## config.mk

```make
export PLATFORM = sky130hd
export DESIGN_NAME = io_reg_file_x_flat
export DESIGN_NICKNAME = d
export VERILOG_FILES = /design/src/rtl/io_reg_file_x_if.sv /design/src/rtl/io_reg_file_x.sv /design/src/flat_wrapper.sv
export SDC_FILE = /design/constraint.sdc
export NUM_CORES = 1
export LEC_CHECK = 0
export BUFFER_PORTS_ARGS = -buffer_cell sky130_fd_sc_hd__buf_2
export CORE_ASPECT_RATIO = 1.25
export CORE_UTILIZATION = 40
export DETAILED_ROUTE_END_ITERATION = 8
export GPL_TIMING_DRIVEN = 0
export PLACE_DENSITY = 0.68
export SLEW_MARGIN = 20
export SYNTH_ARGS = -nofsm -noshare
export SYNTH_HDL_FRONTEND = slang
export SYNTH_SLANG_ARGS = --single-unit
export TNS_END_PERCENT = 1
```

## constraint.sdc

```tcl
create_clock -name clk_i -period 3.35 [get_ports clk_i]
set_input_delay 0.5025 -clock clk_i [delete_from_list [all_inputs] [get_ports clk_i]]
set_output_delay 0.5025 -clock clk_i [all_outputs]
set_load 0.01 [all_outputs]
```

## src/rtl/io_reg_file_x_if.sv

```systemverilog
// io_reg_file_x_if: I/O bus between the core decoder and the internal register file.
interface io_reg_file_x_if;
  logic [5:0] adr;
  logic       we;
  logic       re;
  logic [7:0] wdata;
  logic [7:0] rdata;
  logic [7:0] e_data;
  modport master (output adr, we, re, wdata, e_data, input rdata);
  modport slave  (input adr, we, re, wdata, e_data, output rdata);
endinterface

```

## src/rtl/io_reg_file_x.sv

```systemverilog
// io_reg_file_x: AVR internal I/O registers (SREG, SP, RAMPx/EIND, CCP) with SPL-write IRQ lock.
module io_reg_file_x #(
  parameter int SP_W         = 16,
  parameter int SP_RST       = 0,
  parameter int RAMP_W       = 8,
  parameter bit ENA_RAMPZ    = 0,
  parameter bit ENA_RAMPXYD  = 0,
  parameter bit ENA_EIND     = 0,
  parameter bit ENA_CCP      = 0,
  parameter int CCP_WIN      = 4,
  parameter int IRQ_LOCK_CYC = 4
) (
  input  logic            clk_i,
  input  logic            rst_n_i,
  input  logic            ena_i,
  io_reg_file_x_if.slave  bus,
  input  logic [7:0]      sreg_i,
  input  logic [7:0]      sreg_we_i,
  output logic [7:0]      sreg_o,
  output logic [SP_W-1:0] sp_o,
  input  logic            sp_we_i,
  input  logic            sp_pop_i,
  input  logic            rampz_inc_i,
  output logic [7:0]      rampd_o,
  output logic [7:0]      rampx_o,
  output logic [7:0]      rampy_o,
  output logic [7:0]      rampz_o,
  output logic [7:0]      eind_o,
  output logic            irq_lock_o,
  output logic            ccp_io_o,
  output logic            ccp_spm_o
);
  logic [RAMP_W-1:0] rampd, rampx, rampy, rampz, eind, wd_ramp;
  logic [3:0] lock_cnt, io_cnt, spm_cnt;
  logic [SP_W-1:0] sp_d;
  logic [7:0] sreg_d;
  logic wr_sreg, wr_sph, wr_spl, wr_eind, wr_rampz, wr_rampy, wr_rampx, wr_rampd, wr_ccp;
  assign wr_sreg  = bus.we && bus.adr == 6'h3F;
  assign wr_sph   = (SP_W > 8) && bus.we && bus.adr == 6'h3E;
  assign wr_spl   = bus.we && bus.adr == 6'h3D;
  assign wr_eind  = ENA_EIND && bus.we && bus.adr == 6'h3C;
  assign wr_rampz = ENA_RAMPZ && bus.we && bus.adr == 6'h3B;
  assign wr_rampy = ENA_RAMPXYD && bus.we && bus.adr == 6'h3A;
  assign wr_rampx = ENA_RAMPXYD && bus.we && bus.adr == 6'h39;
  assign wr_rampd = ENA_RAMPXYD && bus.we && bus.adr == 6'h38;
  assign wr_ccp   = ENA_CCP && bus.we && bus.adr == 6'h34;
  assign wd_ramp  = bus.wdata[RAMP_W-1:0];
  assign sreg_d = wr_sreg ? bus.wdata : (sreg_o & ~sreg_we_i) | (sreg_i & sreg_we_i);
  // A bus write to either SP byte drops any concurrent push/pop entirely
  assign sp_d = wr_spl  ? (sp_o & ~SP_W'(8'hFF)) | SP_W'(bus.wdata)
              : wr_sph  ? (sp_o & SP_W'(8'hFF)) | SP_W'({bus.wdata, 8'h00})
              : sp_we_i ? (sp_pop_i ? sp_o + SP_W'(1) : sp_o - SP_W'(1))
              : sp_o;
  always_ff @(posedge clk_i)
    if (!rst_n_i) begin
      sreg_o   <= '0;
      sp_o     <= SP_W'(SP_RST);
      rampd    <= '0;
      rampx    <= '0;
      rampy    <= '0;
      rampz    <= '0;
      eind     <= '0;
      lock_cnt <= '0;
      io_cnt   <= '0;
      spm_cnt  <= '0;
    end else if (ena_i) begin
      sreg_o   <= sreg_d;
      sp_o     <= sp_d;
      rampd    <= wr_rampd ? wd_ramp : rampd;
      rampx    <= wr_rampx ? wd_ramp : rampx;
      rampy    <= wr_rampy ? wd_ramp : rampy;
      eind     <= wr_eind ? wd_ramp : eind;
      rampz    <= wr_rampz ? wd_ramp : rampz + RAMP_W'(ENA_RAMPZ && rampz_inc_i);
      lock_cnt <= wr_spl ? 4'(IRQ_LOCK_CYC) : wr_sph ? 4'd0 : lock_cnt - 4'(lock_cnt != 4'd0);
      io_cnt   <= wr_ccp && bus.wdata == 8'hD8 ? 4'(CCP_WIN) : io_cnt - 4'(io_cnt != 4'd0);
      spm_cnt  <= wr_ccp && bus.wdata == 8'h9D ? 4'(CCP_WIN) : spm_cnt - 4'(spm_cnt != 4'd0);
    end
  assign rampd_o    = 8'(rampd);
  assign rampx_o    = 8'(rampx);
  assign rampy_o    = 8'(rampy);
  assign rampz_o    = 8'(rampz);
  assign eind_o     = 8'(eind);
  assign irq_lock_o = lock_cnt != 4'd0;
  assign ccp_io_o   = io_cnt != 4'd0;
  assign ccp_spm_o  = spm_cnt != 4'd0;
  // Absent registers fall through to the external data path
  always_comb begin
    bus.rdata = bus.e_data;
    if (bus.re)
      case (bus.adr)
        6'h3F: bus.rdata = sreg_o;
        6'h3E: if (SP_W > 8) bus.rdata = 8'(sp_o >> 8);
        6'h3D: bus.rdata = sp_o[7:0];
        6'h3C: if (ENA_EIND) bus.rdata = eind_o;
        6'h3B: if (ENA_RAMPZ) bus.rdata = rampz_o;
        6'h3A: if (ENA_RAMPXYD) bus.rdata = rampy_o;
        6'h39: if (ENA_RAMPXYD) bus.rdata = rampx_o;
        6'h38: if (ENA_RAMPXYD) bus.rdata = rampd_o;
        6'h34: if (ENA_CCP) bus.rdata = {6'b0, ccp_spm_o, ccp_io_o};
        default: ;
      endcase
  end
endmodule

```

## src/flat_wrapper.sv

```systemverilog
// flat-port wrapper written by rule: the top's interface ports become plain ports
module io_reg_file_x_flat 
#(
  parameter int SP_W         = 16,
  parameter int SP_RST       = 0,
  parameter int RAMP_W       = 8,
  parameter bit ENA_RAMPZ    = 0,
  parameter bit ENA_RAMPXYD  = 0,
  parameter bit ENA_EIND     = 0,
  parameter bit ENA_CCP      = 0,
  parameter int CCP_WIN      = 4,
  parameter int IRQ_LOCK_CYC = 4
)
  (clk_i, rst_n_i, ena_i, sreg_i, sreg_we_i, sreg_o, sp_o, sp_we_i, sp_pop_i, rampz_inc_i, rampd_o, rampx_o, rampy_o, rampz_o, eind_o, irq_lock_o, ccp_io_o, ccp_spm_o, bus_adr, bus_we, bus_re, bus_wdata, bus_e_data, bus_rdata);
  io_reg_file_x_if bus_i ();
  input  logic clk_i;
  input  logic rst_n_i;
  input  logic ena_i;
  input  logic [7:0] sreg_i;
  input  logic [7:0] sreg_we_i;
  output logic [7:0] sreg_o;
  output logic [SP_W-1:0] sp_o;
  input  logic sp_we_i;
  input  logic sp_pop_i;
  input  logic rampz_inc_i;
  output logic [7:0] rampd_o;
  output logic [7:0] rampx_o;
  output logic [7:0] rampy_o;
  output logic [7:0] rampz_o;
  output logic [7:0] eind_o;
  output logic irq_lock_o;
  output logic ccp_io_o;
  output logic ccp_spm_o;
  input wire logic [$bits(bus_i.adr)-1:0] bus_adr;
  input wire logic [$bits(bus_i.we)-1:0] bus_we;
  input wire logic [$bits(bus_i.re)-1:0] bus_re;
  input wire logic [$bits(bus_i.wdata)-1:0] bus_wdata;
  input wire logic [$bits(bus_i.e_data)-1:0] bus_e_data;
  output wire logic [$bits(bus_i.rdata)-1:0] bus_rdata;
  assign bus_i.adr = bus_adr;
  assign bus_i.we = bus_we;
  assign bus_i.re = bus_re;
  assign bus_i.wdata = bus_wdata;
  assign bus_i.e_data = bus_e_data;
  assign bus_rdata = bus_i.rdata;
  io_reg_file_x #(.SP_W(SP_W), .SP_RST(SP_RST), .RAMP_W(RAMP_W), .ENA_RAMPZ(ENA_RAMPZ), .ENA_RAMPXYD(ENA_RAMPXYD), .ENA_EIND(ENA_EIND), .ENA_CCP(ENA_CCP), .CCP_WIN(CCP_WIN), .IRQ_LOCK_CYC(IRQ_LOCK_CYC)) u_core (.clk_i(clk_i), .rst_n_i(rst_n_i), .ena_i(ena_i), .bus(bus_i), .sreg_i(sreg_i), .sreg_we_i(sreg_we_i), .sreg_o(sreg_o), .sp_o(sp_o), .sp_we_i(sp_we_i), .sp_pop_i(sp_pop_i), .rampz_inc_i(rampz_inc_i), .rampd_o(rampd_o), .rampx_o(rampx_o), .rampy_o(rampy_o), .rampz_o(rampz_o), .eind_o(eind_o), .irq_lock_o(irq_lock_o), .ccp_io_o(ccp_io_o), .ccp_spm_o(ccp_spm_o));
endmodule
```

# After elaboration in Yosys (flattened, before gate mapping)
# Cells that the tools add are included.
# classes
n_bitwise	6
n_reduce_logical	8
n_eq_ne	3
addsub	5
muxes	9
# ops
op	count
$mux 16	4
$pmux 8 s3	1
$eq 6x6->1 const B	3
$add 16x1->16 const B	1
$and 8x8->8	2
$mux 8	2
$or 16x8->16	1
$or 8x16->16	1
$sub 16x1->16 const B	1
$reduce_bool 4->1	3
$sub 4x1->4	3
$mux 4	2
$not 8->8	1
$or 8x8->8	1
$logic_and 1x1->1	3
$reduce_bool 3->1	1
$reduce_and 2->1	1
# word_totals
reg_bits	36
output_inout_bits	75
in_bits	46

# Logic depth before layout (Yosys ltp)
# depth
word_depth	5
mapped_depth	9
mapped_depth_nobuf	8

# Worst setup path after synthesis
# No wires, ideal clock.
# synth_path
path_type	input -> register
from	input port sp_pop_i
to	register u_core.sp_o[12]
required_ns	3.228
setup_time_ns	0.122
arrival_ns	2.376
cell_stages	9
setup_slack_ns	0.852
path_cell_list	inv_1 -> ha_1 -> buf_4 -> a21o_1 -> a31o_4 -> a211oi_4 -> o21ai_2 -> a21o_1 -> a221o_1
# synth_via
elab_chain_len	4
# synth_lines
element	line	rtl
start, declared	flat_wrapper.sv:24	input logic sp_pop_i;
$mux 16 (2 in a row)	io_reg_file_x.sv:52	: sp_we_i ? (sp_pop_i ? sp_o + SP_W'(1) : sp_o - SP_W'(1))
$mux 16	io_reg_file_x.sv:51	: wr_sph ? (sp_o & SP_W'(8'hFF)) | SP_W'({bus.wdata, 8'h00})
$mux 16	io_reg_file_x.sv:50	assign sp_d = wr_spl ? (sp_o & ~SP_W'(8'hFF)) | SP_W'(bus.wdata)
end signal, assigned	io_reg_file_x.sv:57	sp_o <= SP_W'(SP_RST);
end signal, assigned	io_reg_file_x.sv:68	sp_o <= sp_d;
end, declared	io_reg_file_x.sv:20	output logic [SP_W-1:0] sp_o,
# No other way between the ends. The select of a mux whose other input is x is not followed.
# A chain may end at the register's enable or synchronous reset.

# Worst setup path after layout
# layout_path
from	input port bus_adr[1]
to	output port bus_rdata[1]
# layout_via
elab_chain_len	3
elab_cells_between_ends	5
classes_between	eq/ne: 3; mux: 2
# layout_lines
element	line	rtl
start, declared	flat_wrapper.sv:34	input wire logic [$bits(bus_i.adr)-1:0] bus_adr;
$eq 6x6->1	io_reg_file_x.sv:90	case (bus.adr)
$pmux 8 s3 (*)	io_reg_file_x.sv:90	
$mux 8 (*)	io_reg_file_x.sv:89	if (bus.re)
end, declared	flat_wrapper.sv:39	output wire logic [$bits(bus_i.rdata)-1:0] bus_rdata;
# Every way passes the cells marked *; elsewhere a longest branch is shown, timed or not.

==> metrics.txt <==
status=finished, final reports clean; H-tree depth=2; Synth Area in XOR/XNOR=0.0439; post-CTS setup buffers=0; compound-gate portion of the synthesized area=0.277; Sw Ratio=0.374; Worst VDD drop=0.318 mV; pwr dens=424 nW/um2; antenna fix cells=0; final hold violations=0; Avg WL per Cell=roughly 15 um; WP data arrival=between 2 and 2.5 ns; std cell rows=35; Pleak=1.95 nW; TritonCTS buffer count=5; hold buffers post-CTS=0; Clk pwr share=0.207; Final TNS setup=0 ns; Worst EP required=2.85 ns; PostCTS Resize Cnt=0; post-synthesis adder-cell area fraction=0.0854; clock-pin transition on the worst setup and hold timing paths=0.07 ns; min Tclk post-route=2.69 ns; Setup Crit Path Kind=in2out; nets@finish=approximately 600; Mean Syn Cell Area=7.89 um2; Routed Antenna Nets=0; post-placement cell count=608; sequential share of power=0.341; final non-filler cell area=3900 um2; clk_lat worst skew=about 0.29 ns; fraction of the mapped netlist area in simple logic gates=0.174; top post-synthesis cells by area=dfxtp_1 23%, buf_4 10%, ha_1 7.9%; post-synthesis register bit count=36; setup ws final=0.661 ns; type of the tightest min-delay check=reg2reg; clock buffer depth=2; CP Max Fanout=10; CP dominant cell by count=clkbuf_1; share of cells above drive strength 1=0.296; synthesized area=3160 um2; Finished Core Util=0.518; Setup Skew=0.00655 ns; Finished Layout Cells=615; most numerous cell in the Yosys netlist=buf_4; gr ovfl total=0; first-pass GRT wire length=14100 um; number of max-cap violations=0; main combinational cell family by area after synthesis=compound AO/OA/AOI/OAI gates; Root Driver=clkbuf_8; Power, Total=1.65 mW; number of global-route vias before repair=around 2900; initial core utilization=0.420; post-synth top area share=0.228; Die Ht=around 100 um; slowest stage delay, CP=0.58 ns; DP HPWL=approximately 7500 um; Area after DPL=3800 um2; EDFF count, synth=0; Crit. End Element=output port; Post-synth top cells=42 x buf_4, 36 x dfxtp_1, 31 x nand2_1, 29 x o21ai_0, 24 x nor2_1; pin count of the biggest net entering global routing=16; Routed WL=9280 um; Syn. warnings=0; crit path max-delay cell type=o211ai_1; cell accounting for the most synthesized area=dfxtp_1; Total GRT Usage=0.223; Main synth FF type=dfxtp_1; mux share of post-synthesis cell area=0.0384; area delta synth->final=23.3%; Boundary Pins=approximately 120; vias per cell=approximately 5.3; initial detailed-routing violation count=191; CP delay by family, top=buffers and inverters; core area=7530 um2; initial antenna violation count=0; Slew headroom=0.357; router iterations before antenna repair=5; Pint=1.03 mW; Max Clk Rate=372 MHz; CTS tree=yes; startpoint types=primary input; DIE AREA=8270 um2; Die Wd=approximately 80 um; RSZ-0062 raised after global routing=no; Net Switching=0.618 mW; Fillers=758; Post-synth ARST share=0; CP Cell Sequence=buf_4, clkbuf_1, o211ai_1, clkbuf_1, nand2_1, o21ai_0, buf_2; fin crit share=0.803; global placement routability congestion=between 0.8 and 0.9; worst-margin pin slew=between 0.9 and 1 ns; Port-buffer cells=76; final slew viol count=0; post-synthesis sequential area ratio=0.228; Final Setup Violations=0; Comb pwr share=0.452; DRC viols=0; hold_ws=about 0.5 ns; Gate Count Post-Synth=401; clock tree sinks=36; CP Buf/Inv Count=4; Netlist cell types=66; post-placement setup slack=0.478 ns; via count=3260
kinds of logic after synthesis:
group                    Yosys count
multiplexers                      11
AND/OR/NAND/NOR                  106
XOR/XNOR                          15
other                              1
AO/OA/AOI/OAI                    129
flip-flops                        36
buffers and inverters             82
adder cells (fa/ha/maj)           21
layer usage:
layer / part of all wire / track usage
met1: 0.42 / 0.271
met2: 0.51 / 0.401
met3: 0.056 / 0.0207
met4: 0.023 / 0.0755
met5: 0 / 0
layout by cell type (no fill, tap or decap), types with 3 or more instances in the layout:
cell type  count
xor2_1        11
a22oi_1       13
dfxtp_1       36
xnor2_1        3
o21ai_1       10
nand3_1        8
o21ai_0       29
nand2_1       31
a21oi_1       19
and3_1        11
buf_4         42
clkbuf_1      11
a211oi_1      10
buf_2         83
ha_1          20
a221oi_1      10
nor2_1        24
a21o_1         6
nand3b_1       8
inv_1         19
and4_1         3
mux2_2         9
a31oi_1        7
nor3_1         3
o22ai_1        3
clkbuf_8       7
conb_1        40
final timing paths:
path / start / to / slack, ns / cells after the start
hold / removal: u_core.spm_cnt[0] / u_core.spm_cnt[0] / 0.49 / 2
setup / recovery: bus_adr[1] / bus_rdata[1] / 0.66 / 7
setup reg to reg: u_core.sp_o[0] / u_core.sp_o[12] / 1.05 / 7
hold reg to reg: u_core.spm_cnt[0] / u_core.spm_cnt[0] / 0.49 / 2
area by class of cell:
| class | count | area, um2 | share of cell area |
|---|---|---|---|
| Inverter | 20 | 75.1 | 0.0192 |
| Sequential cell | 36 | 721 | 0.185 |
| Buffer | 62 | 407 | 0.104 |
| Timing Repair Buffer | 76 | 380 | 0.0975 |
| Tap cell | 92 | 115 | 0.0295 |
| Clock buffer | 7 | 96.3 | 0.0247 |
| Multi-Input combinational cell | 322 | 2110 | 0.540 |
power groups by stage:
stage / clock [mW] / sequential [mW] / combinational [mW]
floorplan: 0 / 0.565 / 0.550
global placement: 0 / 0.571 / 0.724
detailed placement: 0 / 0.572 / 0.746
CTS: 0.341 / 0.563 / 0.749
global route: 0.355 / 0.575 / 0.855
finish: 0.342 / 0.564 / 0.747
worst min-delay path, cell delays in order, from the launching register on:
cell      delay (ns)
dfxtp_1         0.32
nor2_1          0.08
a211oi_1        0.04
Power figures use the tool's default switching activity.
